$ cat src/rtl/alu_operand_sequencer.sv
// Stimulus stage for the 4-bit ALU: issues one {A,B,op} vector per 3-cycle IDLE/EXEC/WB slot,
// sourced from a host-loaded FIFO (replay) or a 16-bit Fibonacci LFSR (random).
module alu_operand_sequencer #(
  parameter int          DEPTH     = 8,
  parameter logic [15:0] LFSR_SEED = 16'hACE1
) (
  input  logic        clk,
  input  logic        rst,
  input  logic        in_valid,
  output logic        in_ready,
  input  logic [3:0]  in_a,
  input  logic [3:0]  in_b,
  input  logic [1:0]  in_op,
  input  logic        start,
  input  logic        mode,
  input  logic        stop,
  output logic [3:0]  A,
  output logic [3:0]  B,
  output logic [1:0]  op,
  output logic        vec_valid,
  output logic [1:0]  phase,
  output logic        busy,
  output logic [15:0] slot_cnt,
  output logic [7:0]  underrun_cnt
);
  localparam int          AW       = $clog2(DEPTH);
  localparam logic [AW:0] FULL_CNT = (AW+1)'(DEPTH);
  localparam logic [15:0] SEED     = (LFSR_SEED == 16'h0000) ? 16'hACE1 : LFSR_SEED;

  typedef enum logic [1:0] {S_STOP = 2'd0, S_FIFO = 2'd1, S_LFSR = 2'd2} state_t;

  state_t        state_reg, state_next;
  logic [1:0]    phase_reg, phase_next;
  logic          stop_pending_reg, stop_pending_next;
  logic [3:0]    a_reg, a_next, b_reg, b_next;
  logic [1:0]    op_reg, op_next;
  logic          vec_valid_reg, vec_valid_next;
  logic [15:0]   lfsr_reg, lfsr_next;
  logic [15:0]   slot_cnt_reg, slot_cnt_next;
  logic [7:0]    underrun_cnt_reg, underrun_cnt_next;

  logic [9:0]    mem [DEPTH];
  logic [AW-1:0] wr_ptr_reg, rd_ptr_reg;
  logic [AW:0]   count_reg;

  logic          boundary, fifo_empty, fifo_full, do_push, do_pop, bypass, wr_en, stop_eff;
  logic [9:0]    head;
  logic [15:0]   lfsr_step;

  assign boundary   = (phase_reg == 2'd2);
  assign fifo_empty = (count_reg == '0);
  assign fifo_full  = (count_reg == FULL_CNT);
  assign do_push    = in_valid && !fifo_full;
  assign head       = mem[rd_ptr_reg];
  assign stop_eff   = stop_pending_reg || stop;
  // A push that lands on a boundary while the FIFO is empty goes straight to the outputs.
  assign wr_en      = do_push && !bypass;
  assign lfsr_step  = {lfsr_reg[14:0], lfsr_reg[15] ^ lfsr_reg[13] ^ lfsr_reg[12] ^ lfsr_reg[10]};

  always_comb begin
    state_next        = state_reg;
    phase_next        = boundary ? 2'd0 : phase_reg + 2'd1;
    stop_pending_next = stop_pending_reg;
    a_next            = a_reg;
    b_next            = b_reg;
    op_next           = op_reg;
    vec_valid_next    = vec_valid_reg;
    lfsr_next         = lfsr_reg;
    slot_cnt_next     = slot_cnt_reg;
    underrun_cnt_next = underrun_cnt_reg;
    do_pop            = 1'b0;
    bypass            = 1'b0;

    if (boundary) begin
      vec_valid_next    = 1'b0;
      stop_pending_next = 1'b0;
      case (state_reg)
        S_FIFO: begin
          if (stop_eff) begin
            state_next = S_STOP;
          end else if (!fifo_empty || do_push) begin
            do_pop         = !fifo_empty;
            bypass         = fifo_empty;
            {a_next, b_next, op_next} = fifo_empty ? {in_a, in_b, in_op} : head;
            vec_valid_next = 1'b1;
            slot_cnt_next  = (slot_cnt_reg != 16'hFFFF) ? slot_cnt_reg + 16'd1 : slot_cnt_reg;
          end else begin
            underrun_cnt_next = (underrun_cnt_reg != 8'hFF) ? underrun_cnt_reg + 8'd1
                                                            : underrun_cnt_reg;
          end
        end
        S_LFSR: begin
          if (stop_eff) begin
            state_next = S_STOP;
          end else begin
            lfsr_next      = lfsr_step;
            a_next         = lfsr_step[3:0];
            b_next         = lfsr_step[7:4];
            op_next        = lfsr_step[9:8];
            vec_valid_next = 1'b1;
            slot_cnt_next  = (slot_cnt_reg != 16'hFFFF) ? slot_cnt_reg + 16'd1 : slot_cnt_reg;
          end
        end
        default: ;
      endcase
    end else if (stop && state_reg != S_STOP) begin
      stop_pending_next = 1'b1;
    end

    // Stop has priority over a same-cycle start; start while running is ignored.
    if (state_reg == S_STOP && start && !stop)
      state_next = mode ? S_LFSR : S_FIFO;
  end

  always_ff @(posedge clk) begin
    if (rst) begin
      state_reg        <= S_STOP;
      phase_reg        <= 2'd0;
      stop_pending_reg <= 1'b0;
      a_reg            <= 4'd0;
      b_reg            <= 4'd0;
      op_reg           <= 2'd0;
      vec_valid_reg    <= 1'b0;
      lfsr_reg         <= SEED;
      slot_cnt_reg     <= 16'd0;
      underrun_cnt_reg <= 8'd0;
      wr_ptr_reg       <= '0;
      rd_ptr_reg       <= '0;
      count_reg        <= '0;
    end else begin
      state_reg        <= state_next;
      phase_reg        <= phase_next;
      stop_pending_reg <= stop_pending_next;
      a_reg            <= a_next;
      b_reg            <= b_next;
      op_reg           <= op_next;
      vec_valid_reg    <= vec_valid_next;
      lfsr_reg         <= lfsr_next;
      slot_cnt_reg     <= slot_cnt_next;
      underrun_cnt_reg <= underrun_cnt_next;
      if (wr_en)  wr_ptr_reg <= wr_ptr_reg + 1'b1;
      if (do_pop) rd_ptr_reg <= rd_ptr_reg + 1'b1;
      count_reg <= count_reg + {{AW{1'b0}}, wr_en} - {{AW{1'b0}}, do_pop};
    end
  end

  // Storage carries no reset; occupancy is tracked by count_reg alone.
  always_ff @(posedge clk) begin
    if (wr_en && !rst)
      mem[wr_ptr_reg] <= {in_a, in_b, in_op};
  end

  assign in_ready     = !fifo_full;
  assign A            = a_reg;
  assign B            = b_reg;
  assign op           = op_reg;
  assign vec_valid    = vec_valid_reg;
  assign phase        = phase_reg;
  assign busy         = (state_reg != S_STOP);
  assign slot_cnt     = slot_cnt_reg;
  assign underrun_cnt = underrun_cnt_reg;
endmodule
$ cat config.mk
export PLATFORM = sky130hd
export DESIGN_NAME = alu_operand_sequencer
export DESIGN_NICKNAME = d
export VERILOG_FILES = /design/src/rtl/alu_operand_sequencer.sv
export SDC_FILE = /design/constraint.sdc
export NUM_CORES = 1
export LEC_CHECK = 0
export CAP_MARGIN = 0
export CORE_ASPECT_RATIO = 0.9
export CORE_UTILIZATION = 55
export DETAILED_ROUTE_END_ITERATION = 8
export PLACE_DENSITY = 0.82
export SLEW_MARGIN = 10
export SYNTH_ARGS = -nofsm -noshare
export SYNTH_HDL_FRONTEND = slang
export SYNTH_SLANG_ARGS = --single-unit
$ cat constraint.sdc
create_clock -name clk -period 5.9 [get_ports clk]
set_input_delay 1.18 -clock clk [delete_from_list [all_inputs] [get_ports clk]]
set_output_delay 1.18 -clock clk [all_outputs]
set_load 0.03 [all_outputs]
==> results.md, run 1 <==
- VDD IR max: 0.210 mV
- Global-route wire length before repair: 22900 um
- Initial antenna violation count: 0
- Synth Register Bits: 149
- Via density: 6.08
- Final Max Tran Viols: 0
- Power Dens Cells: 336 nW/um^2
- Relative slew slack: 0.189
- Largest stage delay, worst path: 1.00 ns
- Clock Latency Late Sink: 0.42 ns
- Hpwl dp: 9040 um
- Vias: 4537
- Tcrit/Tclk final: 0.611
- Min-delay worst type: flip-flop to flip-flop
- CP Launch Type: input port
- Die W: 116 um
- DRC Markers: 0
- Post-CTS setup buffer count: 0
- ANT cells: 0
- Share of layout cells above drive strength 1: 0.120
- Worst clock skew: 0.00767 ns
- Num Clock Sinks: 149
- PostCTS Resize Cnt: 0
- WS Path Type: input port to flip-flop
- Clock share of power: 0.462
- CTS max path bufs: 2
- Ys async rst share: 0
- Die area: 12100 um^2
- Cts bufs inserted: 17
- P_int: 2010 uW
- Gate Count Post-Synth: 534
- Post-synth EDFFs: 80
- Syn_nets: 564
- Max_cap viols: 0
- Most frequent cells in the layout: edfxtp_1 (80), dfxtp_1 (69), clkdlybuf4s50_1 (53)
- WL final: 14300 um
- Root Buffer: clkbuf_16
- CP required: 5.93 ns
- Worst path bufs/invs: 1
- Syn_area_per_cell: 12.0 um^2
- Synthesized cell area: 6420 um^2
- Sequential area share after synthesis: 0.589
- Critical path peak fanout: 10
- CP Capture Type: flip-flop
- Routed Antenna Nets: 0
- Post-CTS Hold Fix Bufs: 0
- Reg clk slew, reported paths: 0.06 ns
- LEAKAGE: 0.00264 uW
- Outcome: finished, final reports clean
- Worst path cell trace: clkdlybuf4s50_1, or3b_1, o311ai_1, or2_2, nor4b_2
- Final setup margin: 2.30 ns
- Worst-margin pin slew: 1.21 ns
- Gr ovfl total: 0
- Number of I/O pins: 55
- Combinational fraction of design power: 0.100
- H-Tree Depth: 4
- Buffers on Ports: 54
- Area Overhead vs Synth: 21.3%
- Commonest non-fill, non-tap cell in the layout: edfxtp_1
- Synth warn: 0
- Vias in the first global route: 4463
- Seq pwr share: 0.437
- Max reg flops: 80
- Min Clock Period, post-route: 3.60 ns
- Switching power: 599 uW
- Number of cell rows: 37
- Sw frac: 0.229
- Slowest CP cell: nor4b_2
- Nets: 607
- Worst Path Arrival: 3.63 ns
- Finish-stage setup viols: 0
- WL/cell: 19.2 um
- Pin count of the biggest net entering global routing: 48
- Core area: 11400 um^2
- First DRT Iteration DRCs: 457
- Fmax achieved: 278 MHz
- Final RePlAce weighted congestion: 0.825
- Ys flop type: edfxtp_1
- CP top delay family: simple AND/OR/NAND/NOR gates
- Distinct cells, synth: 53
- Hold Violations, Final: 0
- CTS tree: built
- Pre-CTS WS: 1.90 ns
- DIE HEIGHT: 104 um
- Drt pass-1 iters: 7
- RSZ-0062 raised after global routing: no
- Overall routing resource usage: 0.253
- Setup tns final: 0 ns
- Starting Density: 0.564
- Filler Cell Count: 818
power by group through the flow:
stage	Clock [uW]	Sequential (uW)	Combinational (uW)
after global placement	0	1160	244
after global routing	1260	1150	287
after detailed placement	0	1160	253
after CTS	1220	1140	257
final	1210	1140	262
after floorplan	0	1160	168
cell usage after synthesis, drive strengths merged (3+ instances only):
cell	count	share of area
nor2	29	0.017
nand4	5	0.0049
buf	7	0.0062
xor2	3	0.0041
nor3	7	0.0055
o211a	9	0.014
or3b	4	0.0055
a21oi	39	0.030
xnor2	4	0.0055
mux2i	12	0.019
edfxtp	80	0.37
nor2b	10	0.0097
nand2	49	0.029
or3	6	0.0058
a211oi	6	0.0070
inv	20	0.012
ha	13	0.025
a31oi	3	0.0029
nor4b	4	0.0055
mux2	11	0.019
clkbuf	27	0.016
nand3	20	0.016
nor4	17	0.017
mux4	18	0.063
dfxtp	69	0.22
o21ai	14	0.011
nand2b	3	0.0029
and4	5	0.0068
o31ai	9	0.011
or4	8	0.0094
routing by layer:
metal,track usage,up-vias,routed length (um),share of wire
li1,-,2103,-,-
met1,0.332,2217,6150,0.43
met2,0.395,182,6910,0.48
met3,0.0600,35,837,0.058
met4,0.118,0,427,0.030
met5,0,-,0,0
worst paths after layout:
kind	start	end	depth (start not counted)	slack, ns
setup / recovery	stop	mem[3][0]$_DFFE_PP_	5	2.30
hold / removal	phase[0]$_SDFF_PP0_	phase[0]$_SDFF_PP0_	1	0.45
setup reg to reg	phase[0]$_SDFF_PP0_	mem[3][0]$_DFFE_PP_	6	2.87
hold reg to reg	phase[0]$_SDFF_PP0_	phase[0]$_SDFF_PP0_	1	0.45
kinds of logic after synthesis:
kind of cell | synth area share
flops | 0.589
fa+ha+maj | 0.0285
simple gates | 0.143
buf+inv | 0.0337
xor+xnor | 0.00955
compound gates | 0.0943
mux | 0.101
area by class of cell:
class | count | area, um^2 | area share
Sequential cell | 149 | 3780 | 0.486
Multi-Input combinational cell | 331 | 2500 | 0.322
Timing Repair Buffer | 58 | 566 | 0.0727
Clock buffer | 19 | 433 | 0.0556
Clock inverter | 13 | 228 | 0.0293
Tap cell | 156 | 195 | 0.0251
Inverter | 20 | 75.1 | 0.00964
through the flow:
step / instance area (um^2) / instances / util / hold WS, ns / power [uW]
after floorplan: 6420 / 534 / - / 0.432 / 1330
after global placement: 7090 / 714 / 0.622 / 0.434 / 1400
after detailed placement: 7090 / 714 / 0.622 / 0.445 / 1420
after CTS: 7750 / 746 / 0.680 / 0.458 / 2620
after global routing: 7780 / 746 / 0.683 / 0.465 / 2690
final: 7780 / 746 / 0.683 / 0.453 / 2610
No activity file was read; power rests on OpenSTA's default activity.
==> inputs of run 2 (changes only) <==
- CORE_UTILIZATION: 55 -> 52
- clock period: 5.9 -> 3.3 ns (I/O delays scaled with it)
==> run 2 against run 1 <==
Effect of this change:
- worst setup slack got worse by 1.8 ns
- flip-flop and latch count unchanged
- count of clock-buffer cells in the layout decreased by 1
- core utilization decreased by 3.9 points
- critical endpoint is now in_ready
- largest power group is now registers
- highest routed layer unchanged
==> results.md, run 2 (same netlist as run 1, synthesis figures left out) <==
- CP required: 2.64 ns (-3.29 ns)
- Routed Antenna Nets: 0 (unchanged)
- Hpwl dp: 9060 um (+0.21%)
- Reg clk slew, reported paths: 0.06 ns (about the same)
- Sw frac: 0.255 (+0.0257)
- DIE HEIGHT: 107 um (+2.8%)
- Worst Setup EP: in_ready
- WL final: 14300 um (about the same)
- Most frequent cells in the layout: edfxtp_1 (80), dfxtp_1 (69), clkdlybuf4s50_1 (53)
- FF-to-FF Start: phase[0]$_SDFF_PP0_
- Starting Density: 0.534 (-0.0300)
- Via density: 6.02 (-1.0%)
- Hold Path Depth: 2 (+1)
- Tcrit/Tclk final: 0.842
- Overall routing resource usage: 0.239 (-0.0138)
- Die area: 12800 um^2 (+5.7%)
- P_int: 3230 uW (+60%)
- H-Tree Depth: 4 (unchanged)
- Critical path peak fanout: 3 (-7)
- Power Dens Cells: 560 nW/um^2 (+67%)
- Worst path bufs/invs: 2 (+1)
- CP Launch Type: flip-flop
- Buffers on Ports: 54 (unchanged)
- Post-CTS Hold Fix Bufs: 0 (unchanged)
- Commonest non-fill, non-tap cell in the layout: edfxtp_1
- Global-route wire length before repair: 23100 um (+1.1%)
- Hold Violations, Final: 0 (unchanged)
- Seq pwr share: 0.470 (+0.033)
- Post-CTS setup buffer count: 0 (unchanged)
- Worst-margin pin slew: 1.03 ns (-0.182 ns)
- Combinational fraction of design power: 0.110 (+0.010)
- ANT cells: 0 (unchanged)
- DRC Markers: 0 (unchanged)
- Drt pass-1 iters: 7 (unchanged)
- Num Clock Sinks: 149 (unchanged)
- RSZ-0062 raised after global routing: no
- Worst Path Arrival: 2.12 ns (-1.51 ns)
- Finish-stage setup viols: 0 (unchanged)
- Root Buffer: clkbuf_16
- Worst clock skew: 0.00861 ns (+0.000937 ns)
- Die W: 119 um (+2.8%)
- Number of I/O pins: 55 (unchanged)
- CTS max path bufs: 2 (unchanged)
- Min Clock Period, post-route: 2.78 ns
- Final RePlAce weighted congestion: 0.844 (+2.3%)
- Slowest CP cell: clkdlybuf4s50_1
- Layer with the highest usage: met2
- Vias: 4599 (+1.4%)
- Setup tns final: 0 ns (unchanged)
- Nets: 621 (+2.3%)
- Max reg flops: 80 (unchanged)
- Worst reg2reg setup slack: 0.65 ns (-2.22 ns)
- Max_cap viols: 0 (unchanged)
- Clock Latency Late Sink: 0.43 ns (about the same)
- Outcome: finished, final reports clean
- Worst path cell trace: inv_1, ha_1, or3b_2, clkdlybuf4s50_1
- GR Util met1: 0.299 (-0.0331)
- Clock share of power: 0.420 (-0.042)
- Initial antenna violation count: 0 (unchanged)
- Final core occ: 0.645 (-0.0389)
- Switching power: 1110 uW (+85%)
- Vias in the first global route: 4479 (+0.36%)
- VDD IR max: 0.319 mV (+52%)
- CP top delay family: buffers and inverters
- CTS tree: built
- Share of layout cells above drive strength 1: 0.144 (+0.0237)
- WS Path Type: flip-flop to primary output
- Crit. path cell count: 4 (-1)
- Largest stage delay, worst path: 0.62 ns (-0.38 ns)
- CP Capture Type: primary output
- Fmax achieved: 360 MHz
- Relative slew slack: 0.310 (+0.121)
- Reg2Reg Depth: 6 (unchanged)
- Gr ovfl total: 0 (unchanged)
- Number of cell rows: 38 (+2.7%)
- Crit path launch: count_reg[2]$_SDFF_PP0_
- Min-delay worst type: flip-flop to flip-flop
- Worst R2R End: slot_cnt[7]$_SDFFE_PP0P_
- Met2 Use GR: 0.393 (-0.00170)
- LEAKAGE: 0.00267 uW (+0.94%)
- Cts bufs inserted: 17 (unchanged)
- Final Max Tran Viols: 0 (unchanged)
- Core area: 12000 um^2 (+5.6%)
- PostCTS Resize Cnt: 0 (unchanged)
- Area Overhead vs Synth: 20.8%
- Pin count of the biggest net entering global routing: 75 (+56%)
- First DRT Iteration DRCs: 565 (+24%)
- WL/cell: 18.7 um (-2.4%)
- GR Layer Usage met3: 0.0503 (-0.00971)
==> run 2: cell types whose count changed in the layout (fill, tap and decap cells not counted), moves of 2 or more <==
cell	change
buf_4	+14
bufinv_16	-5
clkinv_1	-2
clkinv_2	+3
clkinv_4	+2
nor4_2	+2
nor4_4	-2
nor4b_2	+2
nor4b_4	-2
==> run 2: worst min path at each step <==
| stage | startpoint | to | slack (ns) |
|---|---|---|---|
| after global placement | lfsr_reg[11]$_SDFFE_PP1P_ | lfsr_reg[12]$_SDFFE_PP0P_ | 0.44 |
| after detailed placement | lfsr_reg[11]$_SDFFE_PP1P_ | lfsr_reg[12]$_SDFFE_PP0P_ | 0.45 |
| final | lfsr_reg[11]$_SDFFE_PP1P_ | lfsr_reg[12]$_SDFFE_PP0P_ | 0.46 |
| after floorplan | lfsr_reg[11]$_SDFFE_PP1P_ | lfsr_reg[12]$_SDFFE_PP0P_ | 0.43 |
| after CTS | lfsr_reg[11]$_SDFFE_PP1P_ | lfsr_reg[12]$_SDFFE_PP0P_ | 0.46 |
| after global routing | lfsr_reg[14]$_SDFFE_PP0P_ | lfsr_reg[14]$_SDFFE_PP0P_ | 0.49 |
==> run 2: per-stage QoR <==
stage | instances | hold slack [ns] | total power [uW] | setup WS [ns] | cell area [um^2]
3_5_place_dp | 732 | 0.450 | 2550 | 0.228 | 7200
2_1_floorplan | 534 | 0.432 | 2380 | 0.111 | 6420
6_report | 764 | 0.458 | 4340 | 0.522 | 7750
4_1_cts | 764 | 0.460 | 4360 | 0.512 | 7750
3_3_place_gp | 732 | 0.438 | 2520 | 0.313 | 7200
5_1_grt | 764 | 0.494 | 4490 | 0.436 | 7750
==> run 2: per-layer routing <==
layer | vias to the layer above | wire length [um]
met5 | - | 0
met4 | 0 | 503
met3 | 40 | 917
met2 | 188 | 7010
met1 | 2245 | 5880
li1 | 2126 | -
==> run 2: worst register-to-register path, delay by kind of cell (launching register included) <==
| kind | cells | cell delay [ns] |
|---|---|---|
| AO/OA/AOI/OAI | 2 | 0.78 |
| adder cells (fa/ha/maj) | 1 | 0.30 |
| buffers and inverters | 1 | 0.07 |
| flip-flops | 1 | 0.33 |
| AND/OR/NAND/NOR | 2 | 1.09 |
==> run 2: cell type report <==
type | instances | area [um^2]
Inverter | 20 | 75.1
Clock inverter | 14 | 128
Tap cell | 160 | 200
Sequential cell | 149 | 3780
Clock buffer | 18 | 429
Multi-Input combinational cell | 331 | 2470
Timing Repair Buffer | 72 | 671
Fill cell | 857 | 4280
==> run 2: power groups by stage <==
stage	Clock [uW]	Combinational, uW	Sequential [uW]
floorplan	0	300	2080
finish	1820	477	2040
detailed placement	0	473	2080
global route	1920	524	2050
CTS	1840	477	2040
global placement	0	450	2070
==> inputs of run 3 (changes only) <==
- CORE_UTILIZATION: 52 -> 55
- clock period: 3.3 -> 2.91 ns (I/O delays scaled with it)
==> run 3 against run 2 <==
Effect of this change:
- critical path depth is the same
- routed wire length grew 4.2%
- core utilization grew 3.8 points
- largest power group unchanged
- global-route usage grew 3.0 points
- flip-flop and latch count is the same
- largest cell class unchanged
==> results.md, run 3 (same netlist as run 1, synthesis figures left out) <==
- Final Hold Slack: 0.441 ns (-0.0168 ns)
- Max reg flops: 80 (unchanged)
- FF/Latch Area: 3780 um^2 (unchanged)
- Post-CTS setup buffer count: 0 (unchanged)
- CTS tree: built
- Gr ovfl total: 0 (unchanged)
- Fin area: 7780 um^2 (+0.29%)
- DP Area: 7250 um^2 (+0.73%)
- LEAKAGE: 0.00268 uW (+0.36%)
- CP Launch Type: flip-flop
- Outcome: finished, final reports clean
- ANT cells: 0 (unchanged)
- CP required: 2.33 ns (-0.31 ns)
- DIE HEIGHT: 104 um (-2.7%)
- Reg clk slew, reported paths: 0.05 ns (about the same)
- Number of cell rows: 37 (-2.6%)
- Clock share of power: 0.409 (-0.011)
- Hold Violations, Final: 0 (unchanged)
- RSZ-0062 raised after global routing: no
- Relative slew slack: 0.340 (+0.0305)
- Hold Path Depth: 1 (-1)
- P_int: 3660 uW (+13%)
- Clock Latency Late Sink: 0.42 ns (about the same)
- Power Dens Cells: 626 nW/um^2 (+12%)
- Multi-input logic area: 2470 um^2 (unchanged)
- Global-route wire length before repair: 24000 um (+3.6%)
- Min-delay worst type: flip-flop to flip-flop
- Drt pass-1 iters: 6 (-1)
- Vias: 4645 (+1.0%)
- H-Tree Depth: 4 (unchanged)
- End of the worst hold path: phase[0]$_SDFF_PP0_
- Initial antenna violation count: 0 (unchanged)
- Die W: 116 um (-2.7%)
- First DRT Iteration DRCs: 630 (+12%)
- WS Path Type: flip-flop to primary output
- Root Buffer: clkbuf_16
- Critical path peak fanout: 3 (unchanged)
- Starting Density: 0.564 (+0.0300)
- Min Clock Period, post-route: 2.72 ns
- Share of layout cells above drive strength 1: 0.141 (-0.00282)
- CP Capture Type: primary output
- WL/cell: 19.5 um (+4.1%)
- Most frequent cells in the layout: edfxtp_1 (80), dfxtp_1 (69), clkdlybuf4s50_1 (53)
- Area Overhead vs Synth: 21.2%
- Final setup margin: 0.191 ns (-0.331 ns)
- Filler Cell Count: 824 (-3.9%)
- Vias in the first global route: 4673 (+4.3%)
- DRC Markers: 0 (unchanged)
- PostCTS Resize Cnt: 0 (unchanged)
- Num Clock Sinks: 149 (unchanged)
- Tcrit/Tclk final: 0.935
- Combinational fraction of design power: 0.116 (+0.006)
- Max_cap viols: 0 (unchanged)
- Fmax achieved: 368 MHz
- Pre-CTS WS: 0.0184 ns (-0.209 ns)
- Hpwl dp: 9380 um (+3.5%)
- Number of I/O pins: 55 (unchanged)
- Worst clock skew: 0.00922 ns (+0.000616 ns)
- WL final: 14900 um (+4.2%)
- Commonest non-fill, non-tap cell in the layout: edfxtp_1
- Routed Antenna Nets: 0 (unchanged)
- FF-to-FF Start: count_reg[2]$_SDFF_PP0_
- Final RePlAce weighted congestion: 0.843 (-0.11%)
- Switching power: 1210 uW (+9.2%)
- Reg2Reg Depth: 6 (unchanged)
- Final Max Tran Viols: 0 (unchanged)
- Overall routing resource usage: 0.269 (+0.0299)
- Worst reg2reg setup slack: 0.45 ns (-0.20 ns)
- Sw frac: 0.248 (-0.00659)
- Worst Path Arrival: 2.14 ns (+0.02 ns)
- Final core occ: 0.683 (+0.0382)
- Setup tns final: 0 ns (unchanged)
- Worst R2R End: mem[7][0]$_DFFE_PP_
- Hold path start: phase[0]$_SDFF_PP0_
- Worst-margin pin slew: 0.986 ns (-0.0455 ns)
- Via density: 6.07 (+0.87%)
- Seq pwr share: 0.475 (+0.005)
- Buffers on Ports: 54 (unchanged)
- Finish-stage setup viols: 0 (unchanged)
- Nets: 627 (+0.97%)
- CTS max path bufs: 2 (unchanged)
- Die area: 12100 um^2 (-5.4%)
- Cts bufs inserted: 17 (unchanged)
- Post-CTS Hold Fix Bufs: 0 (unchanged)
- Core area: 11400 um^2 (-5.3%)
- VDD IR max: 0.495 mV (+55%)
- Pin count of the biggest net entering global routing: 57 (-24%)
## run 3: changes by cell type in the layout (fill, tap and decap cells not counted), sizes merged
cell | previous run | this run
buf | 19 | 25
clkbuf | 18 | 22
inv | 24 | 20
clkinvlp | 4 | 3
## run 3: worst max-delay path by stage
stage	cells past startpoint	start	slack [ns]	end
after detailed placement	7	stop	0.02	slot_cnt[13]$_SDFFE_PP0P_
after global placement	7	stop	0.10	slot_cnt[5]$_SDFFE_PP0P_
after floorplan	7	phase[0]$_SDFF_PP0_	-0.28	mem[5][0]$_DFFE_PP_
after global routing	4	count_reg[2]$_SDFF_PP0_	0.11	in_ready
after CTS	4	count_reg[2]$_SDFF_PP0_	0.17	in_ready
final	4	count_reg[2]$_SDFF_PP0_	0.19	in_ready
## run 3: power groups by stage
stage	clock (uW)	sequential (uW)	combinational [uW]
after floorplan	0	2360	341
after global placement	0	2350	527
after detailed placement	0	2360	551
after CTS	2010	2310	559
after global routing	2100	2320	616
final	1990	2310	564
## run 3: cell type report
type                       count  share of cell area
sequential                   149               0.487
multi-input combinational    331               0.317
timing repair buffer          78              0.0936
clock buffer                  22              0.0571
tap                          156              0.0251
clock inverter                 9              0.0106
inverter                      20             0.00965
## run 3: routing by layer
metal | track usage | vias to the layer above | wire length, um
met2 | 0.426 | 232 | 7230
met3 | 0.0717 | 43 | 1260
li1 | - | 2135 | -
met4 | 0.114 | 0 | 420
met5 | 0 | - | 0
met1 | 0.347 | 2235 | 6010
## run 3: critical path, cell delays in order, from the launching register on
cell,delay (ns)
dfxtp_1,0.29
inv_1,0.09
ha_1,0.20
or3b_2,0.51
clkdlybuf4s50_1,0.62
## run 3: stage by stage
step,total power (uW),instances
finish,4870,765
global route,5030,765
CTS,4880,765
detailed placement,2910,734
global placement,2880,734
floorplan,2700,534
